**src/rtl/dsp_mac_sequencer.sv**
```systemverilog
// Streaming dot-product sequencer for one DSP48A1 slice: accepts a job length, feeds
// operand pairs into the slice, waits out its pipeline, then returns P on a valid/ready port.
module dsp_mac_sequencer #(
  parameter int LEN_W   = 8,
  parameter int DSP_LAT = 3
) (
  input  logic               i_clk,
  input  logic               i_rst,
  input  logic               i_job_valid,
  input  logic [LEN_W-1:0]   i_job_len,
  output logic               o_job_ready,
  input  logic               i_abort,
  input  logic               i_s_valid,
  input  logic [17:0]        i_s_a,
  input  logic [17:0]        i_s_b,
  output logic               o_s_ready,
  output logic               o_res_valid,
  output logic [47:0]        o_res_data,
  input  logic               i_res_ready,
  output logic               o_busy,
  output logic [17:0]        o_dsp_a,
  output logic [17:0]        o_dsp_b,
  output logic               o_dsp_cea,
  output logic               o_dsp_cem,
  output logic               o_dsp_cep,
  output logic [7:0]         o_dsp_opmode,
  output logic               o_dsp_ceopmode,
  output logic               o_dsp_rstp,
  input  logic [47:0]        i_dsp_p
);

  localparam int PW = DSP_LAT - 1;
  // Every stage except the last still owes a P update after the current edge.
  localparam logic [PW-1:0] C_EARLY_MASK = {PW{1'b1}} >> 1;
  localparam logic [7:0]    C_OPMODE     = 8'b0000_1001;

  typedef enum logic [1:0] {
    S_IDLE  = 2'd0,
    S_RUN   = 2'd1,
    S_DRAIN = 2'd2,
    S_DONE  = 2'd3
  } state_t;

  state_t           r_state;
  state_t           w_next;
  logic [LEN_W-1:0] r_len;
  logic [LEN_W-1:0] r_cnt;
  logic [PW-1:0]    r_vpipe;
  logic             w_job_hs;
  logic             w_s_hs;
  logic             w_abort;
  logic             w_pending;

  // Next-state logic and all handshake/slice-control outputs.
  always_comb begin
    w_next         = r_state;
    w_job_hs       = 1'b0;
    w_s_hs         = 1'b0;
    w_abort        = 1'b0;
    w_pending      = |(r_vpipe & C_EARLY_MASK);
    o_job_ready    = 1'b0;
    o_s_ready      = 1'b0;
    o_res_valid    = 1'b0;
    o_res_data     = 48'd0;
    o_busy         = 1'b0;
    o_dsp_a        = 18'd0;
    o_dsp_b        = 18'd0;
    o_dsp_cea      = 1'b0;
    o_dsp_cem      = 1'b0;
    o_dsp_cep      = 1'b0;
    o_dsp_opmode   = 8'd0;
    o_dsp_ceopmode = 1'b0;
    o_dsp_rstp     = 1'b1;
    if (i_rst) begin
      w_next = S_IDLE;
    end else begin
      w_abort        = (r_state != S_IDLE) && i_abort;
      o_job_ready    = (r_state == S_IDLE);
      w_job_hs       = o_job_ready && i_job_valid;
      o_s_ready      = (r_state == S_RUN) && (r_cnt < r_len) && !i_abort;
      w_s_hs         = o_s_ready && i_s_valid;
      o_res_valid    = (r_state == S_DONE) && !i_abort;
      o_res_data     = o_res_valid ? i_dsp_p : 48'd0;
      o_busy         = (r_state != S_IDLE);
      o_dsp_a        = i_s_a;
      o_dsp_b        = i_s_b;
      o_dsp_cea      = w_s_hs;
      o_dsp_cem      = 1'b1;
      o_dsp_cep      = r_vpipe[PW-1];
      o_dsp_opmode   = C_OPMODE;
      o_dsp_ceopmode = 1'b1;
      o_dsp_rstp     = w_job_hs || w_abort;
      case (r_state)
        S_IDLE: begin
          if (w_job_hs) w_next = S_RUN;
          else          w_next = S_IDLE;
        end
        S_RUN: begin
          // Skip DRAIN when nothing is left in flight (e.g. a zero-length job).
          if (r_cnt == r_len) w_next = w_pending ? S_DRAIN : S_DONE;
          else                w_next = S_RUN;
        end
        S_DRAIN: begin
          if (!w_pending) w_next = S_DONE;
          else            w_next = S_DRAIN;
        end
        S_DONE: begin
          if (i_res_ready) w_next = S_IDLE;
          else             w_next = S_DONE;
        end
        default: w_next = S_IDLE;
      endcase
      if (w_abort) w_next = S_IDLE;
      else         w_next = w_next;
    end
  end

  // State, job counters and the operand-valid pipe that mirrors the slice's A/M stages.
  always_ff @(posedge i_clk) begin
    if (i_rst) begin
      r_state <= S_IDLE;
      r_len   <= {LEN_W{1'b0}};
      r_cnt   <= {LEN_W{1'b0}};
      r_vpipe <= {PW{1'b0}};
    end else begin
      r_state <= w_next;
      if (w_job_hs) begin
        r_len <= i_job_len;
        r_cnt <= {LEN_W{1'b0}};
      end else if (w_s_hs) begin
        r_len <= r_len;
        r_cnt <= r_cnt + LEN_W'(1'b1);
      end else begin
        r_len <= r_len;
        r_cnt <= r_cnt;
      end
      if (w_abort) r_vpipe <= {PW{1'b0}};
      else         r_vpipe <= (r_vpipe << 1) | PW'(w_s_hs);
    end
  end

endmodule

```
**config.mk**
```make
export PLATFORM = sky130hd
export DESIGN_NAME = dsp_mac_sequencer
export DESIGN_NICKNAME = d
export VERILOG_FILES = /design/src/rtl/dsp_mac_sequencer.sv
export SDC_FILE = /design/constraint.sdc
export NUM_CORES = 1
export LEC_CHECK = 0
export CAP_MARGIN = 20
export CORE_UTILIZATION = 29
export DETAILED_ROUTE_END_ITERATION = 6
export HOLD_SLACK_MARGIN = 0.12
export PLACE_DENSITY = 0.89
export SYNTH_ARGS = -nofsm -noshare
export SYNTH_HDL_FRONTEND = slang
export SYNTH_SLANG_ARGS = --single-unit
```
**constraint.sdc**
```tcl
create_clock -name i_clk -period 3.5 [get_ports i_clk]
set_input_delay 0.35 -clock i_clk [delete_from_list [all_inputs] [get_ports i_clk]]
set_output_delay 0.35 -clock i_clk [all_outputs]
set_load 0.05 [all_outputs]
```
==> results of run 1 <==
-- stage by stage --
| step | worst slack [ps] | std cells |
|---|---|---|
| after floorplan | 561 | 227 |
| after global placement | 1020 | 473 |
| after detailed placement | 967 | 473 |
| after CTS | 725 | 477 |
| after global routing | 582 | 477 |
| final | 738 | 477 |
-- kinds of logic after synthesis --
kind of cell | Yosys count | synth area share [%]
simple gates | 127 | 45.4
buf+inv | 32 | 9.73
compound gates | 31 | 12.9
flops | 20 | 23.8
fa+ha+maj | 9 | 6.68
mux | 2 | 1.26
other cells | 1 | 0.223
-- placed cells by master, fill, tap and decap left out, types with 2 or more instances in the layout --
master	instances
nand4_1	5
dfxtp_1	20
nor2b_1	38
nor3b_1	2
and3_1	3
nand2_1	11
ha_1	9
clkbuf_8	4
buf_4	10
inv_1	10
conb_1	6
o31ai_1	6
nor2_1	8
and2_1	49
or4_1	6
clkdlybuf4s50_1	136
a22o_1	8
a21oi_1	13
buf_12	50
-- critical path, cell delays in order (launching register included) --
cell,delay (ps)
dfxtp_1,340
inv_1,50
ha_1,290
nor2b_1,130
o211ai_1,150
a21oi_1,190
buf_4,220
nor3b_1,560
buf_12,220
-- final cells by class --
| class | count | area [sq um] |
|---|---|---|
| sequential | 20 | 400 |
| fill | 395 | 1380 |
| tap | 72 | 90.1 |
| inverter | 10 | 37.5 |
| timing repair buffer | 196 | 2440 |
| multi-input combinational | 175 | 1140 |
| clock buffer | 4 | 55.1 |
-- synth_stat cells, types with 2 or more instances --
cell type	count	share of area, %
nand4_1	5	1.9
or4_1	6	2.7
a22o_1	8	4.2
buf_4	9	4.0
dfxtp_1	20	24
nor2b_1	38	14
nor2_1	8	1.8
a21oi_1	13	3.9
clkbuf_1	10	2.2
o31ai_1	6	2.7
nor3b_1	2	0.89
inv_1	10	2.2
ha_1	9	6.7
and3_1	3	1.1
nand2_1	11	2.4
and2_1	49	18
buf_2	2	0.59
-- routing by layer --
layer | global-route usage [%] | part of all wire, % | up-vias
li1 | - | - | 1091
met1 | 28.1 | 36 | 996
met2 | 48.4 | 57 | 90
met3 | 5.12 | 6.0 | 8
met4 | 5.56 | 1.4 | 0
met5 | 0 | 0 | -
-- how the worst min path moves through the flow --
stage,startpoint,endpoint,slack (ps),depth (start not counted)
3_5_place_dp,r_vpipe[0]$_SDFF_PP0_,r_vpipe[1]$_SDFF_PP0_,460,1
2_1_floorplan,r_vpipe[0]$_SDFF_PP0_,r_vpipe[1]$_SDFF_PP0_,430,1
3_3_place_gp,r_len[5]$_SDFFE_PP0P_,r_len[5]$_SDFFE_PP0P_,460,1
4_1_cts,r_len[7]$_SDFFE_PP0P_,r_len[7]$_SDFFE_PP0P_,480,1
5_1_grt,r_len[2]$_SDFFE_PP0P_,r_len[2]$_SDFFE_PP0P_,500,1
6_report,r_len[7]$_SDFFE_PP0P_,r_len[7]$_SDFFE_PP0P_,480,1
-- where the power goes --
part           internal (W)  leakage (nW)  switching, W
Clock              0.000100        0.0288     0.0000791
Combinational      0.000169          1.46      0.000187
Sequential         0.000235         0.163    0.00000498
-- registers in the layout, summed over array words and instances (netlist names) --
register and count:
r_state 2, r_len 8, r_cnt 8, r_vpipe 2
==> flow_metrics.tcl, run 1 <==
set metrics [dict create \
    netlist_area_sq_um 1690 \
    syn2layout_area_growth_pct 147 \
    synth_ff_type "dfxtp_1" \
    drive_above_1_share_pct 17.3 \
    drc 0 \
    rr_startpoint "r_len[1]$_SDFFE_PP0P_" \
    h-tree-depth 1 \
    cts_tree "yes" \
    startpoint "r_len[1]$_SDFFE_PP0P_" \
    rr_worst_depth 8 \
    post_cts_buffers 0 \
    crit_arrival_ps 2410 \
    rows 27 \
    final_area_sq_um 4170 \
    clk_pin_slew_ps 80 \
    postLayoutCoreUtil_pct 75.2 \
    grt_use_total_pct 25.2 \
    clk_latency_ps 260 \
    regToRegSetupSlack_ps 1060 \
    cap_viol_max_count 0 \
    dr.pass1.iters 4 \
    crit_fanout 8 \
    grt_pass1_wl_mm 11.8 \
    die_area_sq_um 6120 \
    yosysWarnings 0 \
    cts_buffers 3 \
    status "complete, no violations" \
    start_kind "register" \
    grt_pass1_vias 2239 \
    post_drt_via_cell_ratio 4.58 \
    setup_viol 0 \
    start_util_pct 30.4 \
    dpl_cell_area_sq_um 4110 \
    grt_max_degree 50 \
    num_vias 2185 \
    irDropWorstVdd_mv 0.163 \
    max-slew-margin-rel_pct 45.2 \
    power.density_nw_per_um2 186 \
    path_class "reg -> out" \
    p_total_w 0.000775 \
    die_y_microns 78.2 \
    antenna_found_initial 0 \
    cp.required_ps 3150 \
    worst_setup_path_end_kind "primary output" \
    synthArstFlopShare_pct 0 \
    fp.dieW_microns 78.2 \
    synthCells 222 \
    period_minus_slack_ps 2760 \
    wl_per_cell_microns 16.4 \
    cts_num_sinks 20 \
    max_freq_ghz 0.362 \
    synth_cell_type_count 30 \
    cts_buffer_depth 2 \
    tns_ps 0 \
    slew_violations 0 \
    fin_crit_sh_pct 78.9 \
    io_pins 199 \
    leakagePower_nw 1.65 \
    coreArea_sq_um 5540 \
    cts-root-buf "clkbuf_8" \
    synth_edf_count 0 \
    finClkSkew_ps 8.30 \
    fin_hold_ws_ps 476 \
    wirelength_mm 7.82 \
    diodes 0 \
    place_congestion 0.828 \
    reg2reg_to "r_cnt[0]$_SDFFE_PP0P_" \
    hpwlAfterDp_mm 6.85 \
    drt_iter0_drc 96 \
    hold_viol_final 0 \
    ctsHoldBuffers 0 \
    worst_slew_pin_slew_ps 822 \
    ant_nets 0 \
    port_buffers 192 \
    rsz0062_at_grt "no" \
    cts-resized-gates 0 \
    nNetsFinal 513 \
    avgSynthCellArea_sq_um 7.59 \
    ys_ff_latch 20 \
    crit_path_end "o_dsp_cea" \
    grt_overflow_total 0 \
    seq_area_frac_synth_pct 23.8 \
    hold_class "reg -> reg" \
]
Note: power is estimated with default switching activity, not from simulation.
==> run 2: changes to the inputs <==
- CORE_UTILIZATION: 29 -> 25
- PLACE_DENSITY: 0.89 -> 0.82
- clock period: 3.5 -> 2.3 ns (I/O delays scaled with it)
==> run 2 against run 1 <==
Compared with the run above:
- the flow now finishes with violations (design-rule violations)
- setup slack worse by 640 ps
- register-to-register slack worse by 880 ps
- final cell count up 1.3%
- clock skew down 7.5 ps
- sequential share of layout area down 0.97 points
- critical path type unchanged
- critical endpoint unchanged
- largest cell class unchanged
- highest routed layer unchanged
==> flow_metrics.tcl, run 2 (same netlist as run 1, synthesis figures left out) <==
set metrics [dict create \
    cts_buffer_depth 2 \
    worst_setup_path_end_kind "primary output" \
    leakagePower_nw 1.88 \
    num_vias 2277 \
    cts_num_sinks 20 \
    wirelength_mm 8.54 \
    start_kind "register" \
    hold_viol_final 0 \
    place_congestion 0.892 \
    grt_pass1_vias 2259 \
    drive_above_1_share_pct 27.6 \
    cts_tree "yes" \
    grt_max_degree 50 \
    grt_use_total_pct 23.4 \
    wl_per_cell_microns 17.7 \
    cts-root-buf "clkbuf_8" \
    drc 6 \
    hpwlAfterDp_mm 7.23 \
    ctsHoldBuffers 0 \
    tns_ps 0 \
    n_fill_cell 411 \
    most-common-layout-cells "97 x clkdlybuf4s50_1, 92 x buf_12, 49 x and2_1" \
    p_clk_share_pct 26.0 \
    dr.pass1.iters 7 \
    placedCellCount 478 \
    path_class "reg -> out" \
    max_freq_ghz 0.454 \
    clk_pin_slew_ps 80 \
    grt_overflow_total 0 \
    drt_iter0_drc 149 \
    start_util_pct 26.2 \
    seq_power_share_pct 26.7 \
    p_total_w 0.00138 \
    ant_nets 0 \
    coreArea_sq_um 6420 \
    rr_worst_depth 9 \
    diodes 0 \
    antenna_found_initial 0 \
    die_area_sq_um 7070 \
    io_pins 199 \
    share_comb_of_total_power_pct 47.3 \
    reg_top3 "r_cnt: 8 flops, r_len: 8 flops" \
    fin_crit_sh_pct 95.7 \
    cap_viol_max_count 0 \
    post-place-ws_ps 150 \
    slew_violations 0 \
    clk_latency_ps 270 \
    fin_cells 483 \
    whs_path_depth 1 \
    nNetsFinal 514 \
    p_switching_w 0.000448 \
    fp.dieW_microns 84.1 \
    power.density_nw_per_um2 296 \
    die_y_microns 84.1 \
    crit_arrival_ps 1970 \
    fin_hold_ws_ps 481 \
    period_minus_slack_ps 2200 \
    violations "design-rule violations" \
    multi_input_area_sq_um 1170 \
    cp.required_ps 2070 \
    irDropWorstVdd_mv 0.190 \
    power.internal_w 0.000927 \
    setup_slack_ps 99.6 \
    status "finished with violations" \
    setup_viol 0 \
    post_drt_via_cell_ratio 4.71 \
    port_buffers 192 \
    syn2layout_area_growth_pct 176 \
    grt_pass1_wl_mm 12.6 \
    finClkSkew_ps 0.829 \
    cts_buffers 3 \
    swShare_pct 32.6 \
    rows 29 \
    h-tree-depth 1 \
    final_common_cell "clkdlybuf4s50_1" \
    seq_area_sq_um 402 \
    hold_class "reg -> reg" \
    rsz0062_at_grt "no" \
    crit_fanout 15 \
    regToRegSetupSlack_ps 180 \
]
run 2: cell count changes in the layout (fill, tap and decap cells not counted):
cell             change
buf_12              +42
buf_4                -2
bufinv_16            +1
clkbuf_8             -1
clkdlybuf4s50_1     -39
dfxtp_1              -1
dfxtp_2              +1
nor3b_1              -1
nor3b_4              +1
o2111ai_2            -1
o2111ai_4            +1
run 2: area by class of cell:
type | count | area share (%)
well taps | 77 | 2.07
multi-input cells | 175 | 25.1
clock buffers | 3 | 0.889
repair buffers | 197 | 61.8
flip-flops and latches | 20 | 8.64
clock inverters | 1 | 0.646
inverters | 10 | 0.808
run 2: stage by stage:
stage	instance area [sq um]	utilization, %
floorplan	1720	-
global placement	4560	70.9
detailed placement	4560	70.9
CTS	4640	72.2
global route	4650	72.4
finish	4650	72.4
run 2: timing repair:
action / 4_1_cts / 5_1_grt
pin swaps: 0 / 1
setup buffers: 0 / 1
setup endpoints to repair: 1 / 2
hold endpoints to repair: 0 / 0
gates resized for setup: 1 / 1
run 2: power groups by stage:
stage                     clock network [W]  logic [W]  registers (W)
after global routing               0.000373   0.000678       0.000368
final                              0.000357   0.000651       0.000367
after CTS                          0.000353   0.000652       0.000366
after detailed placement                  0   0.000645       0.000374
after floorplan                           0   0.000286       0.000371
after global placement                    0   0.000635       0.000373
run 2: path summary, 6_finish.rpt:
| kind | startpoint | end |
|---|---|---|
| worst max-delay path | r_len[1]$_SDFFE_PP0P_ | o_dsp_cea |
| worst min-delay path | r_len[5]$_SDFFE_PP0P_ | r_len[5]$_SDFFE_PP0P_ |
| worst max register to register | r_len[1]$_SDFFE_PP0P_ | r_cnt[0]$_SDFFE_PP0P_ |
| worst min register to register | r_len[5]$_SDFFE_PP0P_ | r_len[5]$_SDFFE_PP0P_ |
run 2: routing by layer:
metal / vias up / global-route usage [%] / routed length [microns]
li1: 1091 / - / -
met1: 1037 / 23.1 / 2890
met2: 120 / 46.1 / 4740
met3: 29 / 4.06 / 489
met4: 0 / 12.2 / 428
met5: - / 0 / 0
run 2: worst max-delay path: stages, from the launching register on:
cell and delay [ps]:
dfxtp_2 340, inv_1 50, ha_1 300, nor2b_1 130, o211ai_1 170, a21oi_1 100
buf_4 200, nor3b_4 240, buf_12 170
